--- config.mk ---
export PLATFORM = sky130hd
export DESIGN_NAME = fila_leitor
export DESIGN_NICKNAME = d
export VERILOG_FILES = /design/src/rtl/fila_leitor.sv
export SDC_FILE = /design/constraint.sdc
export NUM_CORES = 1
export LEC_CHECK = 0
export CAP_MARGIN = 20
export CORE_UTILIZATION = 36
export CTS_BUF_LIST = sky130_fd_sc_hd__clkbuf_2
export DETAILED_ROUTE_END_ITERATION = 16
export PLACE_DENSITY = 0.69
export SYNTH_ARGS = -nofsm -noshare
export SYNTH_HDL_FRONTEND = slang
export SYNTH_SLANG_ARGS = --single-unit
--- constraint.sdc ---
create_clock -name clk_10KHz -period 3.3 [get_ports clk_10KHz]
set_clock_uncertainty 0.15 [all_clocks]
set_input_delay 0.66 -clock clk_10KHz [delete_from_list [all_inputs] [get_ports clk_10KHz]]
set_output_delay 0.66 -clock clk_10KHz [all_outputs]
set_load 0.02 [all_outputs]
--- src/rtl/fila_leitor.sv ---
// Read-side controller for the 8-entry fila queue: issues one-cycle dequeue pulses,
// waits out the queue's two-edge latency, and hands each byte to a valid/ack consumer.
module fila_leitor #(
    parameter int unsigned DATA_W = 8,
    parameter int unsigned LEN_W  = 4
) (
    input  logic              clk_10KHz,
    input  logic              reset,
    input  logic [LEN_W-1:0]  len_in,
    input  logic [DATA_W-1:0] data_in,
    output logic              dequeue_out,
    output logic [DATA_W-1:0] data_out,
    output logic              valid_out,
    input  logic              ack_in,
    output logic              busy_out,
    output logic [7:0]        count_out
);

    typedef enum logic [2:0] {
        StIdle,
        StReq,
        StWait,
        StCapture,
        StPresent
    } state_e;

    state_e            r_state;
    state_e            w_state_d;
    logic              r_dequeue;
    logic              w_dequeue_d;
    logic [DATA_W-1:0] r_data;
    logic [DATA_W-1:0] w_data_d;
    logic              r_valid;
    logic              w_valid_d;
    logic [7:0]        r_count;
    logic [7:0]        w_count_d;

    always_ff @(posedge clk_10KHz) begin
        if (reset) begin
            r_state   <= StIdle;
            r_dequeue <= 1'b0;
            r_data    <= '0;
            r_valid   <= 1'b0;
            r_count   <= 8'd0;
        end else begin
            r_state   <= w_state_d;
            r_dequeue <= w_dequeue_d;
            r_data    <= w_data_d;
            r_valid   <= w_valid_d;
            r_count   <= w_count_d;
        end
    end

    always_comb begin
        w_state_d   = r_state;
        w_dequeue_d = 1'b0;
        w_data_d    = r_data;
        w_valid_d   = r_valid;
        w_count_d   = r_count;
        unique case (r_state)
            StIdle: begin
                if (len_in != '0) begin
                    w_state_d   = StReq;
                    w_dequeue_d = 1'b1;
                end
            end
            // Request drops after one cycle; a held request would pop a second byte.
            StReq:  w_state_d = StWait;
            StWait: w_state_d = StCapture;
            StCapture: begin
                w_data_d  = data_in;
                w_valid_d = 1'b1;
                w_count_d = r_count + 8'd1;
                w_state_d = StPresent;
            end
            StPresent: begin
                if (ack_in) begin
                    w_valid_d = 1'b0;
                    w_state_d = StIdle;
                end
            end
            default: w_state_d = StIdle;
        endcase
    end

    assign dequeue_out = r_dequeue;
    assign data_out    = r_data;
    assign valid_out   = r_valid;
    assign count_out   = r_count;
    assign busy_out    = (r_state != StIdle);

endmodule
==> results_dict.tcl, run 1 <==
set metrics [dict create \
    status "finished, final reports clean" \
    slowest_delay_ns 0.56 \
    drt-vias-per-instance 4.97 \
    worst_pin_slew_ns 0.786 \
    drive_above_1_share_pct 4.65 \
    syn-instance-count 98 \
    grt.total_usage_pct 16.2 \
    cp_cell_sequence "or3_1, clkdlybuf4s50_1" \
    synth_compound_area_share_pct 13.5 \
    hold_path.class "reg -> reg" \
    antenna_found_initial 0 \
    maxCapViolCount 0 \
    fin_crit_ns 2.54 \
    finalSetupTns_ns 0 \
    finalHoldViolations 0 \
    post-cts-setup-buffer-count 0 \
    power.density_nw_per_um2 386 \
    finalCritPeriodShare_pct 77.1 \
    fp-row-count 17 \
    die_h_um 50.6 \
    reg2reg_from "r_state[0]" \
    die-area_um2 2560 \
    routabilityCongestion 0.731 \
    ant_nets 0 \
    critPathSlowestCell "clkdlybuf4s50_1" \
    max_freq_ghz 0.393 \
    netlist_area_um2 850 \
    syn_area_per_cell_um2 8.67 \
    initial_core_util_pct 38.4 \
    reg2reg_depth 3 \
    synth_area_leaders "dfxtp_1 (49%), a21oi_1 (8.8%), nand2_1 (8.8%)" \
    die_w_um 50.6 \
    drv_slew 0 \
    coreArea_um2 2210 \
    grt_max_degree 23 \
    min_to "data_out[6]" \
    yosys.area.top_type "dfxtp_1" \
    path_class "reg -> out" \
    p_leak_nw 0.423 \
    reg2reg_slack_ns 1.46 \
    ys_warn_count 0 \
    portBuffers 33 \
    grt_pass1_vias 780 \
    drc 0 \
    reg2reg_to "count_out[7]" \
    cts_resized 0 \
    area_growth_pct 41.5 \
    whs_path_depth 2 \
    drtIter0Drc 10 \
    diodes 0 \
    synth-adder-area-share_pct 1.47 \
    fillerInstances 220 \
    synth-xor-area-share_pct 3.09 \
    hold_buffers 0 \
    io_pins 34 \
    numCtsBuffers 3 \
    cts.sinks 21 \
    relSlewSlack_pct 47.4 \
    cp-start-kind "flop" \
    setup_violations 0 \
    grt_overflow 0 \
    min-delay-start "data_out[6]" \
    drtPass1Iterations 4 \
    htreeDepth 1 \
    root_buffer "clkbuf_2" \
    peakVddDrop_mv 0.244 \
    synth_top_family_by_area "simple AND/OR/NAND/NOR gates" \
    dpl.hpwl_mm 1.35 \
    clk_latency_ns 0.31 \
    dp.cells 153 \
    path_clk_slew_ns 0.18 \
    nets 146 \
    grt_setup_unrepaired "false" \
    cts_tree "yes" \
    wl_per_cell_um 11.7 \
    cp.required_ns 2.49 \
    synth_cell_types 25 \
    fin_cells 157 \
    synth_top_area_share_pct 49.5 \
    ys_seq_area_share_pct 49.5 \
    arrival_ns 1.73 \
    yosys.area_share.simple_pct 25.9 \
    grt_pass1_wl_mm 3.15 \
    worst-path-max-fanout 9 \
    num_vias 780 \
    end_kind "primary output" \
    yosys_register_bits 21 \
    synth.mux.area_fraction_pct 1.33 \
    syn_nets 114 \
    cts_buffer_depth 2 \
    wl_mm 1.83 \
]
-- worst max-delay path, delay by kind of cell (launching register included) --
kind,cells,cell delay (ns)
buffers and inverters,1,0.56
DFF,1,0.46
and+or+nand+nor,1,0.41
-- final cells by class --
| cell class | instances | area (µm²) | share of cell area [%] |
|---|---|---|---|
| Tap cell | 28 | 35.0 | 2.91 |
| Inverter | 3 | 11.3 | 0.937 |
| Timing Repair Buffer | 33 | 330 | 27.5 |
| Sequential cell | 21 | 420 | 35.0 |
| Clock buffer | 4 | 20.0 | 1.66 |
| Multi-Input combinational cell | 68 | 385 | 32.1 |
-- synthesized netlist by cell type, drive strengths merged --
| cell type | count |
|---|---|
| o31ai | 3 |
| nor3b | 1 |
| o21ai | 2 |
| xnor2 | 3 |
| inv | 3 |
| nor3 | 1 |
| nor2b | 1 |
| nand3b | 1 |
| dfxtp | 21 |
| nand4 | 1 |
| clkbuf | 2 |
| nor4 | 2 |
| a21oi | 15 |
| a211oi | 1 |
| nor2 | 5 |
| nand3 | 2 |
| nand2 | 20 |
| or3 | 3 |
| buf | 4 |
| mux2 | 1 |
| or4 | 3 |
| ha | 1 |
| nand4b | 1 |
| and3b | 1 |
-- state kept, by name, summed over array words and instances, names as in the netlist --
signal,cells
count_out,8
data_out,8
dequeue_out,1
r_state,3
valid_out,1
-- power by group --
group / switching [mW] / internal (mW) / total, mW
registers: 0.0144 / 0.265 / 0.279
clock network: 0.0749 / 0.0321 / 0.107
logic: 0.0355 / 0.0429 / 0.0783
-- cells by family after synthesis --
logic type | Yosys count
and+or+nand+nor | 42
DFF | 21
buffers and inverters | 9
xor gates and xnor gates | 3
muxes | 1
adders and majority gates | 1
AOI/OAI and AO/OA | 21
-- stage by stage --
step                      utilization, %  total power, mW  cell area (µm²)  setup slack, ns  hold WS (ns)
after floorplan                        -            0.326              850             1.61         0.352
after global placement              53.5            0.361             1180             1.05         0.300
after detailed placement            53.5            0.364             1180             1.00         0.298
after CTS                           54.4            0.472             1200            0.730         0.324
after global routing                54.4            0.491             1200            0.660         0.343
final                               54.4            0.465             1200            0.756         0.320
-- how the worst max path moves through the flow --
stage	from	end	slack, ns	cells after the start
after detailed placement	reset	count_out[7]	1.00	3
after CTS	r_state[0]	busy_out	0.73	2
after global placement	reset	count_out[7]	1.05	3
final	r_state[0]	busy_out	0.76	2
after global routing	r_state[0]	busy_out	0.66	2
after floorplan	r_state[0]	busy_out	1.61	2
-- layer usage --
layer | routed length [µm] | track usage (%) | part of all wire (%) | up-vias
met5 | 0 | 0 | 0 | -
met4 | 14 | 6.94 | 0.76 | 0
met3 | 127 | 4.55 | 6.9 | 2
met2 | 861 | 28.2 | 47 | 26
met1 | 829 | 18.1 | 45 | 353
li1 | - | - | - | 399
-- cells in the final DEF, fill, tap and decap left out, types with 3 or more instances in the layout --
cell	n
a21oi_1	15
or4_1	3
dfxtp_1	21
o31ai_1	3
inv_1	3
nor2_1	5
or3_1	3
nand2_1	20
clkdlybuf4s50_1	33
xnor2_1	3
clkbuf_2	4
(Power assumes the default switching activity.)
==> inputs of run 2 (changes only) <==
- PLACE_DENSITY: 0.69 -> 0.71
- clock period: 3.3 -> 2.19 ns (I/O delays scaled with it)
==> results_dict.tcl, run 2 (same netlist as run 1, synthesis figures left out) <==
set metrics [dict create \
    status "finished, final reports clean" \
    grt_max_degree 16 \
    min_to "data_out[2]" \
    maxCapViolCount 0 \
    clk_latency_ns 0.32 \
    reg2reg_depth 4 \
    htreeDepth 1 \
    arrival_ns 1.46 \
    hold_path.class "reg -> reg" \
    post-cts-setup-buffer-count 0 \
    route.met2.wl_um 855 \
    critPathSlowestCell "dfxtp_1" \
    cp-start-kind "flop" \
    cp.required_ns 1.60 \
    drc 0 \
    nets 149 \
    die-area_um2 2560 \
    finalCritPeriodShare_pct 93.7 \
    io_pins 34 \
    diodes 0 \
    dpl.hpwl_mm 1.33 \
    num_vias 792 \
    initial_core_util_pct 38.4 \
    final_util_pct 55.3 \
    fp-row-count 17 \
    area_growth_pct 44.0 \
    end_kind "primary output" \
    wl_mm 1.84 \
    ant_nets 0 \
    dp_slack_ns 0.293 \
    reg2reg_to "count_out[7]" \
    grt_pass1_vias 751 \
    drive_above_1_share_pct 6.82 \
    power.density_nw_per_um2 577 \
    final_common_cell "clkdlybuf4s50_1" \
    root_buffer "clkbuf_2" \
    drtPass1Iterations 2 \
    final_cell_mix "clkdlybuf4s50_1 (32), dfxtp_1 (21), nand2_1 (20), a21oi_1 (15), nor2_1 (5)" \
    grt_pass1_wl_mm 3.25 \
    drtIter0Drc 1 \
    m1WireLength_um 795 \
    drt-vias-per-instance 4.95 \
    antenna_found_initial 0 \
    die_w_um 50.6 \
    drv_slew 0 \
    reg2reg_slack_ns 0.52 \
    dp.cells 156 \
    reg2reg_from "r_state[1]" \
    slowest_delay_ns 0.41 \
    grt_overflow 0 \
    fin_cells 160 \
    max_freq_ghz 0.487 \
    fin_crit_ns 2.05 \
    die_h_um 50.6 \
    worst-path-max-fanout 8 \
    worst_pin_slew_ns 0.379 \
    setup_violations 0 \
    whs_path_depth 2 \
    cts.sinks 21 \
    wl_per_cell_um 11.5 \
    min-delay-start "data_out[2]" \
    p_leak_nw 0.439 \
    path_clk_slew_ns 0.19 \
    peakVddDrop_mv 0.422 \
    routabilityCongestion 0.728 \
    hold_buffers 0 \
    cts_buffer_depth 2 \
    cts_tree "yes" \
    setup_slack_ns 0.138 \
    numCtsBuffers 3 \
    critPathBufInv 1 \
    coreArea_um2 2210 \
    grt.total_usage_pct 17.3 \
    wl_met3_um 148 \
    fillerInstances 231 \
    cp_top_family "flip-flops" \
    portBuffers 33 \
    finalHoldViolations 0 \
    total_power_mw 0.706 \
    finalSetupTns_ns 0 \
    relSlewSlack_pct 74.7 \
    path_class "reg -> out" \
    highest_layer "met4" \
    grt_setup_unrepaired "false" \
    cp_cell_sequence "or3_1, dlygate4sd2_1" \
]
[run 2: power breakdown]
group | switching [mW] | total [mW] | internal (mW)
clock network | 0.113 | 0.162 | 0.0484
registers | 0.00956 | 0.409 | 0.399
logic | 0.0666 | 0.136 | 0.0690
total | 0.190 | 0.706 | 0.517
[run 2: area by class of cell]
| type | instances | area, µm² | area share (%) |
|---|---|---|---|
| multi-input combinational | 68 | 385 | 31.5 |
| timing repair buffer | 36 | 352 | 28.7 |
| clock buffer | 4 | 20.0 | 1.64 |
| tap | 28 | 35.0 | 2.86 |
| sequential | 21 | 420 | 34.4 |
| inverter | 3 | 11.3 | 0.920 |
[run 2: worst register-to-register path, delay by kind of cell, from the launching register on]
kind	cells	cell delay [ns]
muxes	1	0.37
buffers and inverters	1	0.17
and+or+nand+nor	2	0.53
DFF	1	0.37
[run 2: worst max path at each step]
stage,end,cells past startpoint,startpoint,slack [ns]
detailed placement,busy_out,2,r_state[2],0.29
floorplan,count_out[7],3,count_out[0],0.70
global placement,busy_out,2,r_state[2],0.31
global route,busy_out,2,r_state[2],0.04
CTS,busy_out,2,r_state[2],0.11
finish,busy_out,2,r_state[2],0.14
[run 2: routing by layer]
layer / up-vias / track usage [%]
met5: - / 0
met3: 4 / 5.45
met2: 25 / 26.7
li1: 410 / -
met1: 353 / 21.1
met4: 0 / 9.72
[run 2: stage by stage]
stage	hold WS (ns)	cell area, µm²
5_1_grt	0.342	1220
4_1_cts	0.322	1220
3_5_place_dp	0.299	1200
3_3_place_gp	0.291	1200
2_1_floorplan	0.352	850
6_report	0.319	1220
[run 2: what timing repair did]
item                                   4_1_cts  5_1_grt
endpoints found under the hold margin        0        0
setup endpoints to repair                    1        0
resized for setup                            1        0
==> inputs of run 3 (changes only) <==
- PLACE_DENSITY: 0.71 -> 0.69
- SLEW_MARGIN: unset -> 20
- clock period: 2.19 -> 2.1 ns (I/O delays scaled with it)
==> results_dict.tcl, run 3 (same netlist as run 1, synthesis figures left out) <==
set metrics [dict create \
    grt_pass1_vias 772 \
    cts_tree "yes" \
    final_cell_mix "clkdlybuf4s50_1 (32), dfxtp_1 (21), nand2_1 (20), a21oi_1 (15), nor2_1 (5)" \
    slowest_delay_ns 0.64 \
    final_common_cell "clkdlybuf4s50_1" \
    initial_core_util_pct 38.4 \
    drc 0 \
    finalSetupTns_ns 0 \
    drtIter0Drc 4 \
    finalHoldViolations 0 \
    htreeDepth 1 \
    maxCapViolCount 0 \
    relSlewSlack_pct 73.8 \
    reg2reg_to "count_out[7]" \
    fin_crit_ns 1.95 \
    diodes 0 \
    path_class "reg -> out" \
    die-area_um2 2560 \
    reg2reg_slack_ns 0.31 \
    io_pins 34 \
    ant_nets 0 \
    drv_slew 0 \
    cts.sinks 21 \
    placed_area_um2 1210 \
    numCtsBuffers 3 \
    drtPass1Iterations 4 \
    cp_top_family "buffers and inverters" \
    critPathBufInv 1 \
    root_buffer "clkbuf_2" \
    cp.required_ns 1.53 \
    cts_buffer_depth 2 \
    coreArea_um2 2210 \
    fin_cells 161 \
    dp.cells 157 \
    worst-path-max-fanout 4 \
    finalCritPeriodShare_pct 92.8 \
    area_growth_pct 44.9 \
    p_leak_nw 0.445 \
    path_clk_slew_ns 0.18 \
    cp-start-kind "flop" \
    grt_max_degree 16 \
    portBuffers 33 \
    power.density_nw_per_um2 598 \
    dpl.hpwl_mm 1.34 \
    min-delay-start "data_out[2]" \
    critPathSlowestCell "clkdlybuf4s50_1" \
    antenna_found_initial 0 \
    setup_violations 0 \
    fp-row-count 17 \
    stdcell_area_um2 1230 \
    clk_latency_ns 0.31 \
    fillerInstances 227 \
    grt_setup_unrepaired "false" \
    arrival_ns 1.38 \
    post-cts-setup-buffer-count 0 \
    routabilityCongestion 0.712 \
    nets 150 \
    grt_overflow 0 \
    die_h_um 50.6 \
    grt_pass1_wl_mm 3.33 \
    peakVddDrop_mv 0.426 \
    end_kind "primary output" \
    final_util_pct 55.7 \
    grt.total_usage_pct 17.3 \
    cp_cell_sequence "clkdlybuf4s50_1" \
    hold_buffers 0 \
    status "finished, final reports clean" \
    whs_path_depth 2 \
    wl_mm 1.84 \
    die_w_um 50.6 \
    whs_ns 0.318 \
    max_freq_ghz 0.513 \
    reg2reg_from "r_state[2]" \
    drt-vias-per-instance 4.98 \
    min_to "data_out[2]" \
    num_vias 802 \
    hold_path.class "reg -> reg" \
    wl_per_cell_um 11.4 \
    drive_above_1_share_pct 7.52 \
    reg2reg_depth 4 \
    worst_pin_slew_ns 0.390 \
]
run 3: routing by layer:
metal,track usage [%],share of wire (%),vias up
met3,6.06,7.1,2
met5,0,0,-
li1,-,-,408
met1,20.7,43,368
met2,28.0,49,24
met4,6.94,0.71,0
run 3: final cells by class:
type	instances	area (µm²)	share of cell area, %
Sequential cell	21	420	34.1
Clock buffer	4	20.0	1.63
Timing Repair Buffer	37	359	29.2
Inverter	3	11.3	0.915
Tap cell	28	35.0	2.85
Multi-Input combinational cell	68	385	31.3
run 3: stage by stage:
stage	setup slack, ns	total power, mW
global placement	0.319	0.578
finish	0.151	0.736
global route	0.0457	0.783
CTS	0.122	0.748
detailed placement	0.281	0.580
floorplan	0.606	0.512
run 3: worst max-delay path by stage:
stage | startpoint | endpoint | slack [ns] | cells after the start
floorplan | count_out[0] | count_out[7] | 0.61 | 3
global placement | r_state[2] | busy_out | 0.32 | 2
detailed placement | len_in[1] | r_state[0] | 0.28 | 4
CTS | count_out[0] | count_out[0] | 0.12 | 1
global route | r_state[2] | busy_out | 0.05 | 2
finish | count_out[0] | count_out[0] | 0.15 | 1
run 3: what timing repair did:
action / in CTS / in global routing
gates resized for setup: 1 / 0
endpoints found under the setup margin: 1 / 0
hold endpoints to repair: 0 / 0
run 3: power by group:
| group | internal, mW | switching [mW] |
|---|---|---|
| registers | 0.416 | 0.00921 |
| clock network | 0.0505 | 0.117 |
| logic | 0.0729 | 0.0695 |
| total | 0.540 | 0.196 |
